==> src/rtl/async_event_arbiter.sv <==
// async_event_arbiter: synchronizes N_CH asynchronous inputs, detects rising
// edges, latches them as pending events and offers them one at a time on a
// valid/ready port in round-robin order. Lost edges raise a sticky overrun.
`timescale 1ns/1ps

module async_event_arbiter #(
   parameter int  N_CH        = 4,
   parameter int  SYNC_STAGES = 2,
   localparam int CH_W        = (N_CH > 1) ? $clog2(N_CH) : 1
) (
   input  logic            outclk,
   input  logic            reset_n,
   input  logic [N_CH-1:0] async_sig,
   input  logic [N_CH-1:0] enable,
   output logic            evt_valid,
   input  logic            evt_ready,
   output logic [CH_W-1:0] evt_ch,
   output logic [N_CH-1:0] pending,
   output logic            evt_overrun,
   input  logic            overrun_clr
);

   // Two-state handshake FSM; evt_valid is high exactly while in OFFER.
   localparam logic [0:0] ST_IDLE  = 1'b0;
   localparam logic [0:0] ST_OFFER = 1'b1;

   logic [N_CH-1:0] sync_q [SYNC_STAGES];
   logic [N_CH-1:0] prev_q;
   logic [N_CH-1:0] pending_q,    pending_d;
   logic            valid_q,      valid_d;
   logic [CH_W-1:0] ch_q,         ch_d;
   logic [CH_W-1:0] last_grant_q, last_grant_d;
   logic            overrun_q,    overrun_d;
   logic [0:0]      state_q,      state_d;

   logic [N_CH-1:0] synced_s;
   logic [N_CH-1:0] rise_s;
   logic [N_CH-1:0] req_s;
   logic [N_CH-1:0] grant_s;
   logic            grant_found_s;
   logic [CH_W-1:0] grant_idx_s;
   logic            new_overrun_s;

   assign synced_s = sync_q[SYNC_STAGES-1];
   assign rise_s   = synced_s & ~prev_q;
   assign req_s    = pending_q & enable;

   // Synchronizer chains and previous-level flops for edge detection.
   always_ff @(posedge outclk or negedge reset_n) begin
      if (!reset_n) begin
         for (int i = 0; i < SYNC_STAGES; i++) begin
            sync_q[i] <= '0;
         end
         prev_q <= '0;
      end else begin
         sync_q[0] <= async_sig;
         for (int i = 1; i < SYNC_STAGES; i++) begin
            sync_q[i] <= sync_q[i-1];
         end
         prev_q <= synced_s;
      end
   end

   // Round-robin search: first requesting channel after last_grant, wrapping.
   always_comb begin
      int          idx_v;
      logic [CH_W-1:0] cand_v;
      idx_v         = 0;
      cand_v        = '0;
      grant_found_s = 1'b0;
      grant_idx_s   = '0;
      for (int off = 1; off <= N_CH; off++) begin
         idx_v = int'(last_grant_q) + off;
         if (idx_v >= N_CH) begin
            idx_v = idx_v - N_CH;
         end else begin
            idx_v = idx_v;
         end
         cand_v = CH_W'(idx_v);
         if (!grant_found_s && req_s[cand_v]) begin
            grant_found_s = 1'b1;
            grant_idx_s   = cand_v;
         end else begin
            grant_found_s = grant_found_s;
         end
      end
   end

   // Handshake FSM: grant in IDLE, hold the offer in OFFER until accepted.
   always_comb begin
      state_d      = state_q;
      valid_d      = valid_q;
      ch_d         = ch_q;
      last_grant_d = last_grant_q;
      grant_s      = '0;
      case (state_q)
         ST_IDLE: begin
            if (grant_found_s) begin
               state_d = ST_OFFER;
               valid_d = 1'b1;
               ch_d    = grant_idx_s;
               grant_s = {{(N_CH-1){1'b0}}, 1'b1} << grant_idx_s;
            end else begin
               state_d = ST_IDLE;
               valid_d = 1'b0;
            end
         end
         ST_OFFER: begin
            if (evt_ready) begin
               last_grant_d = ch_q;
               valid_d      = 1'b0;
               state_d      = ST_IDLE;
            end else begin
               valid_d = 1'b1;
               state_d = ST_OFFER;
            end
         end
         default: begin
            state_d = ST_IDLE;
            valid_d = 1'b0;
         end
      endcase
   end

   // Pending latch per channel: mask, overrun, new rise, then grant clear.
   always_comb begin
      pending_d     = pending_q;
      new_overrun_s = 1'b0;
      for (int i = 0; i < N_CH; i++) begin
         if (!enable[i]) begin
            pending_d[i] = 1'b0;
         end else if (rise_s[i] && pending_q[i] && !grant_s[i]) begin
            pending_d[i]  = 1'b1;
            new_overrun_s = 1'b1;
         end else if (rise_s[i]) begin
            pending_d[i] = 1'b1;
         end else if (grant_s[i]) begin
            pending_d[i] = 1'b0;
         end else begin
            pending_d[i] = pending_q[i];
         end
      end
      overrun_d = new_overrun_s | (overrun_q & ~overrun_clr);
   end

   // State, offer and status registers.
   always_ff @(posedge outclk or negedge reset_n) begin
      if (!reset_n) begin
         pending_q    <= '0;
         valid_q      <= 1'b0;
         ch_q         <= '0;
         last_grant_q <= CH_W'(N_CH-1);
         overrun_q    <= 1'b0;
         state_q      <= ST_IDLE;
      end else begin
         pending_q    <= pending_d;
         valid_q      <= valid_d;
         ch_q         <= ch_d;
         last_grant_q <= last_grant_d;
         overrun_q    <= overrun_d;
         state_q      <= state_d;
      end
   end

   assign evt_valid   = valid_q;
   assign evt_ch      = ch_q;
   assign pending     = pending_q;
   assign evt_overrun = overrun_q;

endmodule

==> config.mk <==
export PLATFORM = sky130hd
export DESIGN_NAME = async_event_arbiter
export DESIGN_NICKNAME = d
export VERILOG_FILES = /design/src/rtl/async_event_arbiter.sv
export SDC_FILE = /design/constraint.sdc
export NUM_CORES = 1
export LEC_CHECK = 0
export ABC_AREA = 1
export CORE_MARGIN = 2
export CORE_UTILIZATION = 30
export DETAILED_ROUTE_END_ITERATION = 10
export DONT_BUFFER_PORTS = 1
export GPL_ROUTABILITY_DRIVEN = 1
export PLACE_DENSITY = 0.43
export SLEW_MARGIN = 20
export SYNTH_ARGS = -nofsm -noshare
export SYNTH_HDL_FRONTEND = slang
export SYNTH_SLANG_ARGS = --single-unit
==> constraint.sdc <==
create_clock -name outclk -period 1.9 [get_ports outclk]
set_input_delay 0 -clock outclk [delete_from_list [all_inputs] [get_ports outclk]]
set_output_delay 0 -clock outclk [all_outputs]
set_load 0.1 [all_outputs]
==> metrics.csv <==
stage;metric;value;unit
cts;CTS Buf Count;3;
hold_path;WHS Path Cells;3;
floorplan;Die Wd;65.98;µm
pwr;final total power;0.002710;W
worst_setup_path;R2R depth;12;
worst_setup_path;CP max stage cell;dfstp_2;
yosys;share of the synthesized area in the top cell type;43.43;%
pwr;maximum vdd drop;0.7203;mV
cts;TritonCTS clock tree;yes;
cts;clk_lat worst skew;0.26;ns
floorplan;num rows;22;
sta;unrepaired setup endpoints after global routing;true;
yosys;Syn Area/Cell;8.411;µm²
cts;Bufs on Longest Clock Path;2;
finish;share of layout cells above drive strength 1;35.54;%
worst_setup_path;CP Data Arrival Time;2.05;ns
worst_setup_path;Largest delay share family, worst path;simple AND/OR/NAND/NOR gates;
yosys;Mapped Cells;137;
pwr;sw frac;49.33;%
placed_design;Buffers on Ports;0;
placed_design;pre-CTS setup slack;0.001960;ns
yosys;Synth Register Bits;22;
route;antenna-violating nets left;0;
sta;final setup fails;0;
yosys;Yosys cell types;24;
route;Residual DRC;0;
finish;Nets;179;
pwr;Power Density;1759;mW/mm²
finish;fill count;392;
floorplan;die height;65.98;µm
pwr;Leakage;0.7382;nW
pwr;P_int;0.001373;W
worst_setup_path;Worst R2R End;evt_overrun;
route;Via Count;995;
worst_setup_path;Worst EP required;2.06;ns
hold_path;Min-Delay Endpoint;pending[0];
global_routing;antenna violations before repair;0;
floorplan;I/O pin cnt;20;
sta;Tcrit/Tclk final;99.21;%
pwr;Flop pwr share;24.0;%
cts;Root Buffer;clkbuf_8;
finish;Area growth syn-to-layout;33.66;%
sta;Least-Margin Pin Slew;0.4902;ns
sta;skew final;0.005641;ns
status;status;finished, final reports clean;
cts;CTS clk-pin slew, worst paths;0.08;ns
route;First-pass DRT Iterations;4;
route;wire per inst;11.83;µm
global_routing;first-pass GRT wire length;4.119;mm
yosys;syn_nets;149;
worst_setup_path;Reg2Reg Setup Slack;0.01;ns
worst_setup_path;Buf+Inv Stages, Crit Path;1;
yosys;ys async rst share;100.0;%
finish;sequential cell area;560.5;µm²
global_routing;largest net degree at the start of global routing;23;
finish;most frequent cells in the layout;nand2_1, dfrtp_1, nand3_1, buf_4, nand2_2;
floorplan;Initial Utilization;31.24;%
sta;Tmin final;1.885;ns
finish;diode count;0;
placed_design;DP HPWL;1.830;mm
yosys;post-synthesis sequential area ratio;47.99;%
worst_setup_path;CP max FO;6;
cts;Sink Count;22;
sta;setup tns final;0;ns
worst_setup_path;nature of the critical path endpoint;flip-flop;
worst_setup_path;Startpoint Class;flip-flop;
worst_setup_path;critical path, cell by cell;buf_4 > nand3_1 > nand3_1 > nand2_2 > a21oi_2 > nand2_1 > nand2_2 > nand3_2 > nand2_2 > nand2_1 > nor2_2 > nand2_1;
route;via/cell ratio;4.650;
global_routing;vias in the first global route;959;
sta;Slew headroom;67.32;%
hold_path;hold path start;enable[0];
yosys;synth top area cells;dfrtp_1, nand2_1, nand3_1, nand2_2, dfstp_2;
global_routing;global-route usage over all layers;12.58;%
route;1st-iter DRT viols;48;
finish;multi-input logic area;569.3;µm²
sta;final worst slack;0.01492;ns
run;Max Cap Viol;0;
route;Routed WL;2.531;mm
worst_setup_path;crit-path max cell delay;0.61;ns
global_routing;gr ovfl total;0;
yosys;main flop type after synthesis;dfrtp_1;
sta;final count of pins violating max slew;0;
sta;Final Hold Viols;0;
sta;fmax;0.5305;GHz
floorplan;Core ar.;0.003689;mm²
finish;commonest non-fill, non-tap cell in the layout;nand2_1;
pwr;part of the power in combinational logic;60.1;%
yosys;Synth Warn #;0;
pwr;Psw;0.001337;W
placed_design;placer congestion estimate;0.7725;
yosys;largest area contributor in the netlist;dfrtp_1;
worst_setup_path;worst setup path class;flip-flop to flip-flop;
yosys;EDFF count, synth;0;
cts;CTS H-tree depth;1;
pwr;clock share of power;16.0;%
worst_setup_path;worst r2r src;last_grant_q[0];
hold_path;Hold Crit Class;input port to flip-flop;
yosys;post-synthesis cell area;0.001152;mm²
floorplan;die area;0.004353;mm²
-- per-layer routing --
layer | wire length, µm | share of wire, % | global-route usage [%]
met3 | 117 | 4.6 | 2.044
met2 | 1252 | 49 | 21.34
met4 | 46 | 1.8 | 6.122
met5 | 0 | 0 | 0
met1 | 1114 | 44 | 15.47
-- worst min-delay path, cell delays in order --
cell     delay, ns
nand2_1       0.07
inv_1         0.09
a22o_1        0.12
-- worst max path at each step --
stage	depth (start not counted)	slack, ns	start	endpoint
finish	12	0.01	last_grant_q[0]	evt_overrun
global route	12	-0.13	last_grant_q[0]	evt_overrun
CTS	13	0.01	last_grant_q[0]	evt_overrun
detailed placement	12	0.002	last_grant_q[0]	evt_overrun
global placement	12	-0.009	last_grant_q[0]	evt_overrun
floorplan	13	0.004	pending[3]	evt_overrun
-- what timing repair did --
| action | 4_1_cts | 5_1_grt |
|---|---|---|
| pin swaps | 1 | 2 |
| endpoints found under the setup margin | 1 | 4 |
| hold buffers | 11 | 1 |
| buffers inserted | 1 | 2 |
| cloned | 0 | 0 |
| endpoints found under the hold margin | 34 | 20 |
| resized for setup | 2 | 11 |
-- sequential cells by signal, summed over array words and instances, names as in the netlist --
signal	cells
evt_ch	2
evt_overrun	1
last_grant_q	2
pending	4
prev_q	4
state_q	1
sync_q	4
synced_s	4
-- area by class of cell --
type	count	area share, %
Clock buffer	3	2.681
Clock inverter	1	1.950
Inverter	14	3.574
Multi-Input combinational cell	100	36.96
Sequential cell	22	36.39
Tap cell	48	3.899
Timing Repair Buffer	26	14.54
-- cells in the mapped netlist (all sizes together) (2+ instances only) --
cell type	instances
inv	14
nand2	53
nand3	16
o21ai	6
dfstp	2
a21oi	5
dfrtp	20
nand4	3
nor2	11
a21boi	3
-- logic make-up after synthesis --
group	count (synthesis)	synth area share (%)
compound gates	16	10.10
buf+inv	15	5.537
flops	22	47.99
simple gates	84	36.37
-- per-stage QoR --
step	hold WS [ns]	instances	cell area, µm²	utilization [%]
after floorplan	-0.2956	137	1160	-
after global placement	-0.2952	195	1291	35.01
after detailed placement	-0.2952	195	1291	35.01
after CTS	0.05578	211	1483	40.20
after global routing	0.08649	214	1540	41.76
final	0.06018	214	1540	41.76
-- power by group through the flow --
stage	clock, W	sequential (W)	combinational, W
global route	0.000466	0.000667	0.00178
detailed placement	0	0.000658	0.00143
finish	0.000433	0.000649	0.00163
CTS	0.000444	0.000643	0.00149
global placement	0	0.000655	0.00145
floorplan	0	0.000957	0.000867
No activity file was read; power rests on OpenSTA's default activity.
